===== config.mk =====
export PLATFORM = sky130hd
export DESIGN_NAME = cbd_tc_ctrl
export DESIGN_NICKNAME = d
export VERILOG_FILES = /design/src/rtl/cbd_tc_ctrl.sv
export SDC_FILE = /design/constraint.sdc
export NUM_CORES = 1
export LEC_CHECK = 0
export CAP_MARGIN = 20
export CORE_MARGIN = 2
export CORE_UTILIZATION = 47
export CTS_CLUSTER_DIAMETER = 80
export DETAILED_ROUTE_END_ITERATION = 8
export GPL_TIMING_DRIVEN = 0
export PLACE_DENSITY = 0.77
export SLEW_MARGIN = 20
export SYNTH_ARGS = -nofsm -noshare
export SYNTH_HDL_FRONTEND = slang
export SYNTH_SLANG_ARGS = --single-unit

===== constraint.sdc =====
create_clock -name clk -period 1.75 [get_ports clk]
set_input_delay 0.35 -clock clk [delete_from_list [all_inputs] [get_ports clk]]
set_output_delay 0.35 -clock clk [all_outputs]
set_load 0.02 [all_outputs]

===== src/rtl/cbd_tc_ctrl.sv =====
// rtl/cbd_tc_ctrl.sv - run controller for an 8-bit cascaded down-counter chain (SD/EN/CAI/CAO)
// Optional CAI prescaler is enabled by defining CBD_TC_PRESCALE_EN.
module cbd_tc_ctrl #(
  parameter int EVT_W    = 8,
  parameter int PRESCALE = 4
) (
  input  logic             clk,
  input  logic             rst_n,
  input  logic             start,
  input  logic             stop,
  input  logic             mode,
  input  logic             cao,
  input  logic             irq_ack,
  output logic             sd,
  output logic             en,
  output logic             cai,
  output logic             irq,
  output logic             ovr,
  output logic [EVT_W-1:0] evt_cnt,
  output logic             busy
);

  typedef enum logic [1:0] {
    S_IDLE   = 2'd0,
    S_PRESET = 2'd1,
    S_RUN    = 2'd2
  } state_t;

  state_t           state_q, state_d;
  logic             mode_q, mode_d;
  logic             sd_q, sd_d;
  logic             en_q, en_d;
  logic             cai_q, cai_d;
  logic             irq_q, irq_d;
  logic             ovr_q, ovr_d;
  logic             busy_q, busy_d;
  logic [EVT_W-1:0] evt_cnt_q, evt_cnt_d;
  logic             evt;
  logic             start_acc;

`ifdef CBD_TC_PRESCALE_EN
  localparam int             PW      = $clog2(PRESCALE);
  localparam logic [PW-1:0]  PS_LAST = PW'(PRESCALE - 1);
  logic [PW-1:0]             pre_q, pre_d;
`endif

  always_comb begin
    evt       = cao && (state_q == S_RUN);
    start_acc = start && !stop && (state_q != S_PRESET);

    state_d = state_q;
    case (state_q)
      S_IDLE:   if (start_acc) state_d = S_PRESET;
      S_PRESET: state_d = S_RUN;
      S_RUN: begin
        if (stop)                 state_d = S_IDLE;
        else if (start_acc)       state_d = S_PRESET;
        else if (cao && !mode_q)  state_d = S_IDLE;
      end
      default:  state_d = S_IDLE;
    endcase

    mode_d = start_acc ? mode : mode_q;

    // An event in the same cycle as the acknowledge keeps IRQ set.
    if (evt)          irq_d = 1'b1;
    else if (irq_ack) irq_d = 1'b0;
    else              irq_d = irq_q;

    if (start_acc)                    ovr_d = 1'b0;
    else if (evt && irq_q && !irq_ack) ovr_d = 1'b1;
    else if (irq_ack)                 ovr_d = 1'b0;
    else                              ovr_d = ovr_q;

    // Restart clear wins over an event counted in the same cycle.
    if (start_acc)                       evt_cnt_d = '0;
    else if (evt && (evt_cnt_q != '1))   evt_cnt_d = evt_cnt_q + EVT_W'(1);
    else                                 evt_cnt_d = evt_cnt_q;

    sd_d   = (state_d == S_PRESET);
    en_d   = (state_d == S_RUN);
    busy_d = (state_d != S_IDLE);

`ifdef CBD_TC_PRESCALE_EN
    pre_d = '0;
    if ((state_d == S_RUN) && (state_q == S_RUN))
      pre_d = (pre_q == PS_LAST) ? '0 : pre_q + PW'(1);
    cai_d = (state_d == S_RUN) && (pre_d == '0);
`else
    cai_d = (state_d == S_RUN) && (PRESCALE > 0);
`endif
  end

  always_ff @(posedge clk or negedge rst_n) begin
    if (!rst_n) begin
      state_q   <= S_IDLE;
      mode_q    <= 1'b0;
      sd_q      <= 1'b0;
      en_q      <= 1'b0;
      cai_q     <= 1'b0;
      irq_q     <= 1'b0;
      ovr_q     <= 1'b0;
      busy_q    <= 1'b0;
      evt_cnt_q <= '0;
`ifdef CBD_TC_PRESCALE_EN
      pre_q     <= '0;
`endif
    end else begin
      state_q   <= state_d;
      mode_q    <= mode_d;
      sd_q      <= sd_d;
      en_q      <= en_d;
      cai_q     <= cai_d;
      irq_q     <= irq_d;
      ovr_q     <= ovr_d;
      busy_q    <= busy_d;
      evt_cnt_q <= evt_cnt_d;
`ifdef CBD_TC_PRESCALE_EN
      pre_q     <= pre_d;
`endif
    end
  end

  assign sd      = sd_q;
  assign en      = en_q;
  assign cai     = cai_q;
  assign irq     = irq_q;
  assign ovr     = ovr_q;
  assign busy    = busy_q;
  assign evt_cnt = evt_cnt_q;

endmodule


# Word level (Yosys, flattened, before mapping)
# Cells that the tools add are included.
dict set report classes {
  add_sub_neg 1
  n_eq_ne 6
  mux 11
  n_reduce_logical 15
}
# operator count
set op_table {}
lappend op_table {{8-bit 2-to-1 mux} 2}
lappend op_table {{8-bit by 1-bit adder with 8-bit output, second input constant} 1}
lappend op_table {{2-bit 2-to-1 mux} 4}
lappend op_table {{8-bit != test, second input constant} 1}
lappend op_table {{1-bit logical AND} 7}
lappend op_table {{2-bit one-hot mux with 3 select lines} 1}
lappend op_table {{2-bit nonzero test} 3}
lappend op_table {{2-bit by 1-bit == test with 1-bit output, second input constant} 2}
lappend op_table {{2-bit == test, second input constant} 2}
lappend op_table {{1-bit 2-to-1 mux} 4}
lappend op_table {{1-bit logical NOT} 3}
lappend op_table {{3-bit nonzero test} 1}
lappend op_table {{2-bit logical NOT} 1}
lappend op_table {{2-bit by 1-bit != test with 1-bit output, second input constant} 1}
dict set report word_totals {
  regBits 16
  input_bits 7
  out_inout_bits 14
  wordCells 41
}

# Logic depth before layout (Yosys ltp)
# Gate-level depths: netlist of run 1.
dict set report logic_depth {
  ltp_word 7
  depth_mapped 5
  mapped_depth_nobuf 4
}

# Worst setup path before layout of run 1
# No wires, ideal clock.
dict set report synth_timing {
  path_kind {register to register}
  startpoint {reg evt_cnt_q[0], in the netlist evt_cnt[0]}
  endpoint {reg evt_cnt_q[0], in the netlist evt_cnt[0]}
  setup_ns 0.079
  arrival_time_ns 1.371
  required_time_ns 1.671
  slack_ns 0.300
  path_stages_with_launch 5
  n_path_buf 0
  period_less_slack_ns 1.450
  path_cell_list {dfrtp_1 ha_1 and3_1 a21oi_1 mux2i_1}
}
dict set report synth_between {
  elab_chain_cells 3
  word_cells_on_any_way 6
  classes_between {add/sub: 1; eq/ne: 1; mux: 2; reduce/logical: 2}
}
# element line_no
set synth_lines {}
lappend synth_lines {{from (decl)} 37} ;# logic [EVT_W-1:0] evt_cnt_q, evt_cnt_d;
lappend synth_lines {{from (signal assigned)} 117} ;# evt_cnt_q <= evt_cnt_d;
lappend synth_lines {{8-bit by 1-bit adder with 8-bit output or 8-bit != test (tied branches)} 77} ;# else if (evt && (evt_cnt_q != '1)) evt_cnt_d = evt_cnt_q + EVT_W'(1);
lappend synth_lines {{8-bit 2-to-1 mux or 1-bit logical AND (tied branches)} 77}
lappend synth_lines {{8-bit 2-to-1 mux or 2-bit nonzero test (tied branches)} --}
# Parallel ways exist; a longest one is shown, timed or not. The select of a mux whose other input is x is not followed.
# A chain may end at the register's enable or synchronous reset.

# Final worst setup path of run 1
dict set report layout_timing {
  startpoint {reg evt_cnt_q[1], in the netlist evt_cnt[1]}
  endpoint {out evt_cnt[1]}
}
# element line_no
set layout_rtl {}
lappend layout_rtl {{to (decl)} 19} ;# output logic [EVT_W-1:0] evt_cnt,
# No word-level cell between the ends.

==> impl_results.md, run 1 <==
- Status: completed
- Count leader, synth: dfrtp_1
- Initial core utilization: 0.491
- Routed len/inst: 14.3 um
- Vias: 660
- Clock Skew: 0.00240 ns
- CTS Buf Count: 3
- Count of final setup violators: 0
- Row count: 15
- Slew HR: 0.547
- Final Max Slew Viols: 0
- R2r startpoint: evt_cnt[0]
- H-tree levels: 1
- Comb pwr share: 0.170
- Chip width: 46.0 um
- Die area: 2120 um^2
- Area after DPL: 1050 um^2
- GP Congestion: 0.796
- Place WS: -0.0594 ns
- Distinct cells, synth: 33
- Critical-path cell list: clkdlybuf4s50_1
- CTS tree: built
- Initial drt markers: 4
- Critical Path AT: 1.38 ns
- Worst path bufs/invs: 1
- CP Class: flop to output port
- Worst-Margin Slew: 0.677 ns
- Clock edge transition at the registers on the reported setup and hold paths: 0.09 ns
- Seq/Total Area, Yosys: 0.483
- P_sw: 212 uW
- Proportion of synthesized area in mux cells: 0.0377
- Root buffer cell: clkbuf_4
- Switching fraction of total power: 0.266
- Fillers: 144
- Async S/R FF share, synth: 1.00
- Max Fanout on Critical Path: 6
- Post-synthesis simple-gate area fraction: 0.201
- Antenna violations before repair: 0
- First-pass DRT Iterations: 3
- Cell accounting for the most synthesized area: dfrtp_1
- Final wirelength: 1650 um
- Main combinational cell family by area after synthesis: compound AO/OA/AOI/OAI gates
- DIE HEIGHT: 46.0 um
- CP startpoint: evt_cnt[1]
- CP startpoint kind: flop
- Post-synthesis adder-cell area fraction: 0.0151
- Critical Path Sink Type: output port
- Core box area: 1690 um^2
- CP max-delay cell: clkdlybuf4s50_1
- Top post-synthesis cells by count: dfrtp_1 (16), a211oi_1 (5), o21ai_0 (4)
- Fin crit share: 0.988
- CTS max path bufs: 2
- Antenna diodes: 0
- Cell count after synthesis: 74
- Power per standard cell area: 732 nW/um^2
- Hold crit path type: input pin to asynchronous set/reset pin
- Clock network fraction of design power: 0.313
- Worst Path Required: 1.40 ns
- Flop pwr share: 0.517
- Mapped Nets: 82
- Xor/xnor cell area share of the yosys netlist: 0
- Vias in the first global route: 622
- Final worst slack: 0.0206 ns
- Total chip power: 797 uW
- IO buf count: 20
- Avg Inst Size Synth: 11.2 um^2
- Mapped Area: 830 um^2
- Largest net degree at the start of global routing: 17
- CP delay by family, top: buffers and inverters
- Worst-Skew Late Latency: 0.29 ns
- Warnings, synthesis: 0
- Post-synth EDFFs: 0
- Most common flop cell mapped by yosys: dfrtp_1
- Pleak: 0.000494 uW
- Final worst path period need: 1.73 ns
- Post-synthesis compound-gate area fraction: 0.201
- Synthesis-to-finish area growth: 31.2%
- Clk sink count: 16
- Crit path largest cell delay: 0.64 ns
- Placed Cells: 111
- DRC Markers: 0
- Finished Layout Cells: 115
- I/O pin count: 21
- Peak Freq: 578 MHz
- Vias per cell: 5.74
- Post-synth top area share: 0.483
- Yosys reg bits: 16
- RSZ-0062 raised after global routing: no
- First-pass GRT wire length: 2820 um
- WHS: 0.459 ns
- GRT Total Usage: 0.188
- Finished Cell Area: 1090 um^2
- Antenna Nets Post-Route: 0
- Internal power: 585 uW
- Layout cells sized above 1: 0.133
- GRT overflow: 0
- Max-Cap Viols: 0
- Final Hold Fails: 0
- # hold bufs at CTS: 0
- Top post-synthesis cells by area: dfrtp_1 (48%), a211oi_1 (4.5%), buf_6 (4.1%), a41o_1 (2.4%), and4b_1 (2.4%)
- Peak supply drop: 514 uV
- Nets: 107
-- layout make-up --
type | instances | area, um^2 | area share
clock buffers | 4 | 36.3 | 0.0333
plain buffers | 4 | 41.3 | 0.0379
inverters | 3 | 11.3 | 0.0103
flip-flops and latches | 16 | 400 | 0.368
well taps | 17 | 21.3 | 0.0195
multi-input cells | 51 | 377 | 0.346
repair buffers | 20 | 201 | 0.185
-- cell families (layout without fill, tap and decap cells) --
group | after synthesis | in the layout
fa+ha+maj | 1 | 1
compound gates | 23 | 23
flops | 16 | 16
mux | 3 | 3
buf+inv | 7 | 31
simple gates | 24 | 24
-- per-stage QoR --
step | setup TNS (ns) | utilization
2_1_floorplan | 0 | -
3_3_place_gp | -0.0147 | 0.622
3_5_place_dp | -0.0594 | 0.622
5_1_grt | 0 | 0.644
4_1_cts | 0 | 0.643
6_report | 0 | 0.644
-- final timing paths --
check                             end  slack (ns)  cells past startpoint
setup / recovery           evt_cnt[1]        0.02                      1
hold / removal             state_q[1]        0.46                      1
setup reg to reg           evt_cnt[0]        0.20                      4
hold reg to reg            evt_cnt[5]        0.51                      1
max in group asynchronous  evt_cnt[4]        0.86                      1
min in group clk           evt_cnt[5]        0.51                      1
-- timing repair --
item,CTS,global route
pin swaps,0,0
endpoints found under the setup margin,1,1
resized for setup,1,1
setup buffers,0,0
-- sequential cells by signal (all words and copies together) (netlist names) --
register	count
ovr	1
irq	1
mode_q	1
cai	1
busy	1
evt_cnt	8
state_q	2
sd	1
-- layer usage --
layer	share of wire	track usage
met1	0.48	0.266
met3	0.028	0.0238
met2	0.46	0.283
met4	0.024	0.0857
met5	0	0
-- cell usage in the layout (no fill, tap or decap), types with 2 or more instances in the layout --
cell,Yosys,routed
clkdlybuf4s50_1,0,18
dfrtp_1,16,16
a211oi_1,5,5
o21ai_0,4,4
inv_1,3,3
buf_6,3,3
nor3_1,3,3
a21oi_1,3,3
nand3_1,3,3
clkbuf_4,0,3
nand2b_1,2,2
nor2_1,2,2
nor2b_1,2,2
a41o_1,2,2
and4b_1,2,2
nand2_1,2,2
a31oi_1,2,2
mux2i_1,2,2
a41oi_1,2,2
-- power by group through the flow --
stage                     Combinational, uW  Clock, uW  Sequential, uW
after floorplan                        55.1          0             432
after global placement                  135          0             417
after detailed placement                138          0             418
after CTS                               138        252             411
after global routing                    149        266             415
final                                   136        250             412
Power figures use the tool's default switching activity.
==> run 2, diff against run 1 <==
Settings changed: ABC_AREA set to 1, CORE_UTILIZATION 47 to 50, CTS_BUF_LIST set to sky130_fd_sc_hd__clkbuf_8, HOLD_SLACK_MARGIN set to 0.06, PLACE_DENSITY 0.77 to 0.81.
==> run 2 against run 1 <==
Critical endpoint is now evt_cnt[5]. Largest cell class unchanged. First-iteration DRC count rose to 3.3 times the previous value. Final cell count up 23%. Non-clock buffer count down 3. Core utilization up 8.2 points. Total power up 7.5%. Sequential cell count unchanged. Fmax up 2.4%. Highest routed layer unchanged. Via count up 7.4%.
==> impl_results.md, run 2 <==
- Post-CTS Resized: 0 (-1)
- Worst path bufs/invs: 1 (unchanged)
- Largest register FFs: 8 (unchanged)
- Yosys reg bits: 16 (unchanged)
- Die area: 2030 um^2 (-3.9%)
- Mapped Nets: 110 (+34%)
- CP delay by family, top: buffers and inverters
- Top post-synthesis cells by count: nand2_1 (36), dfrtp_1 (16), nor2_1 (12), inv_1 (8), nand3_1 (5)
- CTS Buf Count: 3 (unchanged)
- Pleak: 0.000551 uW (+12%)
- Worst Path Required: 1.40 ns (about the same)
- Antenna diodes: 0 (unchanged)
- Chip width: 45.1 um (-2.0%)
- Finished Cell Area: 1120 um^2 (+2.9%)
- GP Congestion: 0.810 (+1.7%)
- Most common flop cell mapped by yosys: dfrtp_1
- WHS: 0.513 ns (+0.0547 ns)
- Finished Layout Cells: 142 (+23%)
- Seq/Total Area, Yosys: 0.474 (-0.00858)
- RSZ-0062 raised after global routing: no
- I/O pin count: 21 (unchanged)
- Root buffer cell: clkbuf_8
- Fin crit share: 0.965 (-0.0231)
- # hold bufs at CTS: 0 (unchanged)
- Core box area: 1540 um^2 (-8.7%)
- Final Max Slew Viols: 0 (unchanged)
- First-pass GRT wire length: 2620 um (-7.1%)
- CP startpoint kind: flop
- Clock Skew: 0.00269 ns (+0.000290 ns)
- First-pass DRT Iterations: 4 (+1)
- Crit path largest cell delay: 0.64 ns (about the same)
- Power per standard cell area: 765 nW/um^2 (+4.5%)
- Clock edge transition at the registers on the reported setup and hold paths: 0.06 ns (-0.03 ns)
- Vias in the first global route: 667 (+7.2%)
- Detailed-placement wirelength estimate: 1270 um
- Distinct cells, synth: 20 (-39%)
- CTS max path bufs: 2 (unchanged)
- Sum of negative setup slack: 0 ns (unchanged)
- IO buf count: 20 (unchanged)
- Post-synth top area share: 0.474 (-0.00858)
- Top post-synthesis cells by area: dfrtp_1 (47%), nand2_1 (16%), nor2_1 (5.3%), nor2_4 (5.3%), a21oi_4 (3.9%)
- Final worst path period need: 1.69 ns (-0.0404 ns)
- Synthesis-to-finish area growth: 32.6%
- CTS tree: built
- DIE HEIGHT: 45.1 um (-2.0%)
- DRC Markers: 0 (unchanged)
- Final wirelength: 1620 um (-1.7%)
- Nets: 135 (+26%)
- Max Fanout on Critical Path: 7 (+1)
- Count leader, synth: nand2_1
- Vias per cell: 4.99 (-13%)
- Area after DPL: 1060 um^2 (+1.3%)
- Layout cells sized above 1: 0.135 (+0.00227)
- Placed Cells: 138 (+24%)
- Hold crit path type: flop to flop
- GRT Total Usage: 0.180 (-0.00754)
- Total chip power: 857 uW (+7.5%)
- Worst-Margin Slew: 0.708 ns (+0.0307 ns)
- Most frequent cells in the layout: nand2_1 (36), clkdlybuf4s50_1 (20), dfrtp_1 (16), nor2_1 (12), inv_1 (8)
- Vias: 709 (+7.4%)
- Routed len/inst: 11.4 um (-20%)
- Initial core utilization: 0.548 (+0.0568)
- Warnings, synthesis: 0 (unchanged)
- Status: completed
- Max-Cap Viols: 0 (unchanged)
- Count of final setup violators: 0 (unchanged)
- Antenna Nets Post-Route: 0 (unchanged)
- Critical-path cell list: clkdlybuf4s50_1
- Setup repair bufs after CTS: 0 (unchanged)
- Cell count after synthesis: 102 (+38%)
- Final Hold Fails: 0 (unchanged)
- Critical Path Sink Type: output port
- CP max-delay cell: clkdlybuf4s50_1
- Clk sink count: 16 (unchanged)
- Peak supply drop: 567 uV (+10%)
- Cell accounting for the most synthesized area: dfrtp_1
- CP Class: flop to output port
- Antenna violations before repair: 0 (unchanged)
- Worst-Skew Late Latency: 0.25 ns (-0.04 ns)
- Slew HR: 0.527 (-0.0205)
- Critical Path AT: 1.34 ns (-0.04 ns)
- Post-synth EDFFs: 0 (unchanged)
- GRT overflow: 0 (unchanged)
- Largest net degree at the start of global routing: 17 (unchanged)
- Initial drt markers: 13 (+9)
- Avg Inst Size Synth: 8.28 um^2 (-26%)
- Commonest non-fill, non-tap cell in the layout: nand2_1
- Peak Freq: 592 MHz (+2.4%)
- Row count: 14 (-1)
- H-tree levels: 1 (unchanged)
- Mapped Area: 845 um^2 (+1.8%)
- Async S/R FF share, synth: 1.00 (unchanged)
==> run 2: final cells by class <==
cell class | count | area (um^2)
Buffer | 1 | 7.51
Clock buffer | 4 | 55.1
Fill cell | 124 | 422
Inverter | 13 | 48.8
Multi-Input combinational cell | 72 | 388
Sequential cell | 16 | 400
Tap cell | 16 | 20.0
Timing Repair Buffer | 20 | 200
==> run 2: path summary, 6_finish.rpt <==
check | start | to | slack, ns | depth (start not counted)
min in group asynchronous | rst_n | evt_cnt[3] | 0.53 | 1
setup / recovery | evt_cnt[5] | evt_cnt[5] | 0.06 | 1
setup reg to reg | evt_cnt[0] | evt_cnt[5] | 0.36 | 8
max in group asynchronous | rst_n | cai | 0.77 | 1
hold reg to reg | ovr | ovr | 0.51 | 2
hold / removal | ovr | ovr | 0.51 | 2
==> run 2: metrics by stage <==
| stage | setup WS (ns) | utilization |
|---|---|---|
| floorplan | 0.392 | - |
| global placement | 0.205 | 0.691 |
| detailed placement | 0.187 | 0.691 |
| CTS | 0.0508 | 0.726 |
| global route | 0.00641 | 0.726 |
| finish | 0.0610 | 0.726 |
==> run 2: logic make-up after synthesis <==
logic type | synth area share
xor+xnor | 0.0311
buf+inv | 0.0667
fa+ha+maj | 0.0148
compound gates | 0.0741
simple gates | 0.339
flops | 0.474
==> run 2: routing by layer <==
| layer | vias up | wire length [um] | GRT usage |
|---|---|---|---|
| li1 | 358 | - | - |
| met1 | 331 | 694 | 0.209 |
| met2 | 18 | 857 | 0.323 |
| met3 | 2 | 61 | 0.0360 |
| met4 | 0 | 6 | 0.0706 |
| met5 | - | 0 | 0 |
==> run 2: power by group <==
part	leakage [uW]	switching, uW	total, uW	internal [uW]
Clock	0.0000288	125	324	199
Sequential	0.000216	17.1	407	390
Combinational	0.000307	69.9	126	56.2
==> run 3, diff against run 2 <==
Settings changed: CORE_UTILIZATION 50 to 47, CTS_BUF_LIST sky130_fd_sc_hd__clkbuf_8 to not set, PLACE_DENSITY 0.81 to 0.77.
==> run 3 against run 2 <==
Register-to-register slack better by 0.03 ns. Global-route usage down 0.11 points. Combinational power about the same. Total power down 10%. Largest power group unchanged.
==> impl_results.md, run 3 (same netlist as run 2, synthesis figures left out) <==
- Status: completed
- Slew HR: 0.528 (+0.00157)
- DRC Markers: 0 (unchanged)
- Peak supply drop: 471 uV (-17%)
- Final wirelength: 1560 um (-4.0%)
- Max-Cap Viols: 0 (unchanged)
- Clock Skew: 0.00197 ns (-0.000716 ns)
- GRT overflow: 0 (unchanged)
- Clk sink count: 16 (unchanged)
- Hold crit path type: input pin to asynchronous set/reset pin
- Core box area: 1710 um^2 (+11%)
- Clock edge transition at the registers on the reported setup and hold paths: 0.09 ns (+0.03 ns)
- Pleak: 0.000623 uW (+13%)
- GRT Total Usage: 0.179 (-0.00106)
- First-pass GRT wire length: 2680 um (+2.4%)
- Antenna Nets Post-Route: 0 (unchanged)
- CTS max path bufs: 2 (unchanged)
- Worst path bufs/invs: 2 (+1)
- Worst Path Required: 1.40 ns (about the same)
- Row count: 15 (+1)
- Nets: 135 (unchanged)
- Routed len/inst: 10.3 um (-9.7%)
- Antenna violations before repair: 0 (unchanged)
- CP startpoint kind: flop
- CTS tree: built
- Critical Path Sink Type: output port
- Seq. cell area: 400 um^2 (unchanged)
- CP Class: flop to output port
- Antenna diodes: 0 (unchanged)
- Fillers: 149 (+20%)
- Worst-Margin Slew: 0.705 ns (-0.00234 ns)
- I/O pin count: 21 (unchanged)
- DIE HEIGHT: 46.4 um (+2.9%)
- Largest register FFs: 8 (unchanged)
- Worst-Skew Late Latency: 0.28 ns (+0.03 ns)
- GP Congestion: 0.809 (-0.15%)
- Power per standard cell area: 688 nW/um^2 (-10%)
- CP delay by family, top: buffers and inverters
- Peak Freq: 592 MHz (about the same)
- Chip width: 46.4 um (+2.9%)
- Detailed-placement wirelength estimate: 1210 um (-4.8%)
- Area occupied by multi-input gates: 388 um^2 (unchanged)
- Synthesis-to-finish area growth: 32.7%
- Root buffer cell: clkbuf_4
- RSZ-0062 raised after global routing: no
- Vias: 686 (-3.2%)
- Final Hold Fails: 0 (unchanged)
- Setup repair bufs after CTS: 0 (unchanged)
- Commonest non-fill, non-tap cell in the layout: nand2_1
- Fin crit share: 0.965 (about the same)
- CTS Buf Count: 3 (unchanged)
- Count of final setup violators: 0 (unchanged)
- Vias per cell: 4.54 (-9.0%)
- Layout cells sized above 1: 0.135 (unchanged)
- Final Max Slew Viols: 0 (unchanged)
- Die area: 2150 um^2 (+5.8%)
- R2R setup slack: 0.39 ns (+0.03 ns)
- Largest net degree at the start of global routing: 17 (unchanged)
- First-pass DRT Iterations: 5 (+1)
- Crit path largest cell delay: 0.58 ns (-0.06 ns)
- WHS: 0.484 ns (-0.0288 ns)
- Critical Path AT: 1.34 ns (about the same)
- CP max-delay cell: clkdlybuf4s50_1
- Vias in the first global route: 684 (+2.5%)
- Most frequent cells in the layout: nand2_1 (36), dfrtp_1 (16), clkdlybuf4s50_1 (15), nor2_1 (12), inv_1 (8)
- Final worst path period need: 1.69 ns (+0.000205 ns)
- Max Fanout on Critical Path: 2 (-5)
- IO buf count: 20 (unchanged)
- H-tree levels: 1 (unchanged)
- Sum of negative setup slack: 0 ns (unchanged)
- Initial drt markers: 7 (-6)
- Final Core Density: 0.656 (-0.0701)
- Initial core utilization: 0.495 (-0.0534)
- Critical-path cell list: buf_4, clkdlybuf4s50_1
==> run 3: changes by cell type in the layout (fill, tap and decap cells not counted), sizes merged <==
| cell | delta |
|---|---|
| clkdlybuf4s50 | -5 |
| dlygate4sd2 | +1 |
| dlymetal6s2s | +4 |
==> run 3: layout make-up <==
cell class | instances | area share
buffer | 1 | 0.00670
sequential | 16 | 0.357
inverter | 13 | 0.0435
clock buffer | 4 | 0.0324
timing repair buffer | 20 | 0.186
tap | 25 | 0.0279
multi-input combinational | 72 | 0.346
==> run 3: final timing paths <==
kind | end | from | depth (start not counted)
min in group clk | mode_q | mode_q | 2
worst max register to register | evt_cnt[7] | evt_cnt[0] | 7
worst max-delay path | en | cai | 2
worst min-delay path | evt_cnt[1] | rst_n | 1
max in group asynchronous | evt_cnt[0] | rst_n | 1
worst min register to register | mode_q | mode_q | 2
==> run 3: what timing repair did <==
action                     4_1_cts  5_1_grt
gates resized for setup          1        4
hold buffers                     0        0
gates cloned                     0        0
setup endpoints to repair        1        4
==> run 3: routing by layer <==
metal / GRT usage / up-vias / share of wire
met4: 0.0857 / 0 / 0
met2: 0.314 / 18 / 0.50
met1: 0.203 / 310 / 0.43
met5: 0 / - / 0
met3: 0.0392 / 0 / 0.071
li1: - / 358 / -
==> run 3: report_power, final <==
| part | internal [uW] | switching [uW] | total [uW] |
|---|---|---|---|
| clock network | 127 | 114 | 241 |
| registers | 389 | 16.7 | 406 |
| logic | 56.1 | 69.1 | 125 |
==> run 3: metrics by stage <==
step	cells	worst slack, ns	total power (uW)	area (um^2)
final	151	0.0608	772	1120
after CTS	151	0.0354	789	1110
after global placement	147	0.186	538	1080
after detailed placement	147	0.182	540	1080
after global routing	151	0.00403	815	1120
after floorplan	102	0.392	477	845
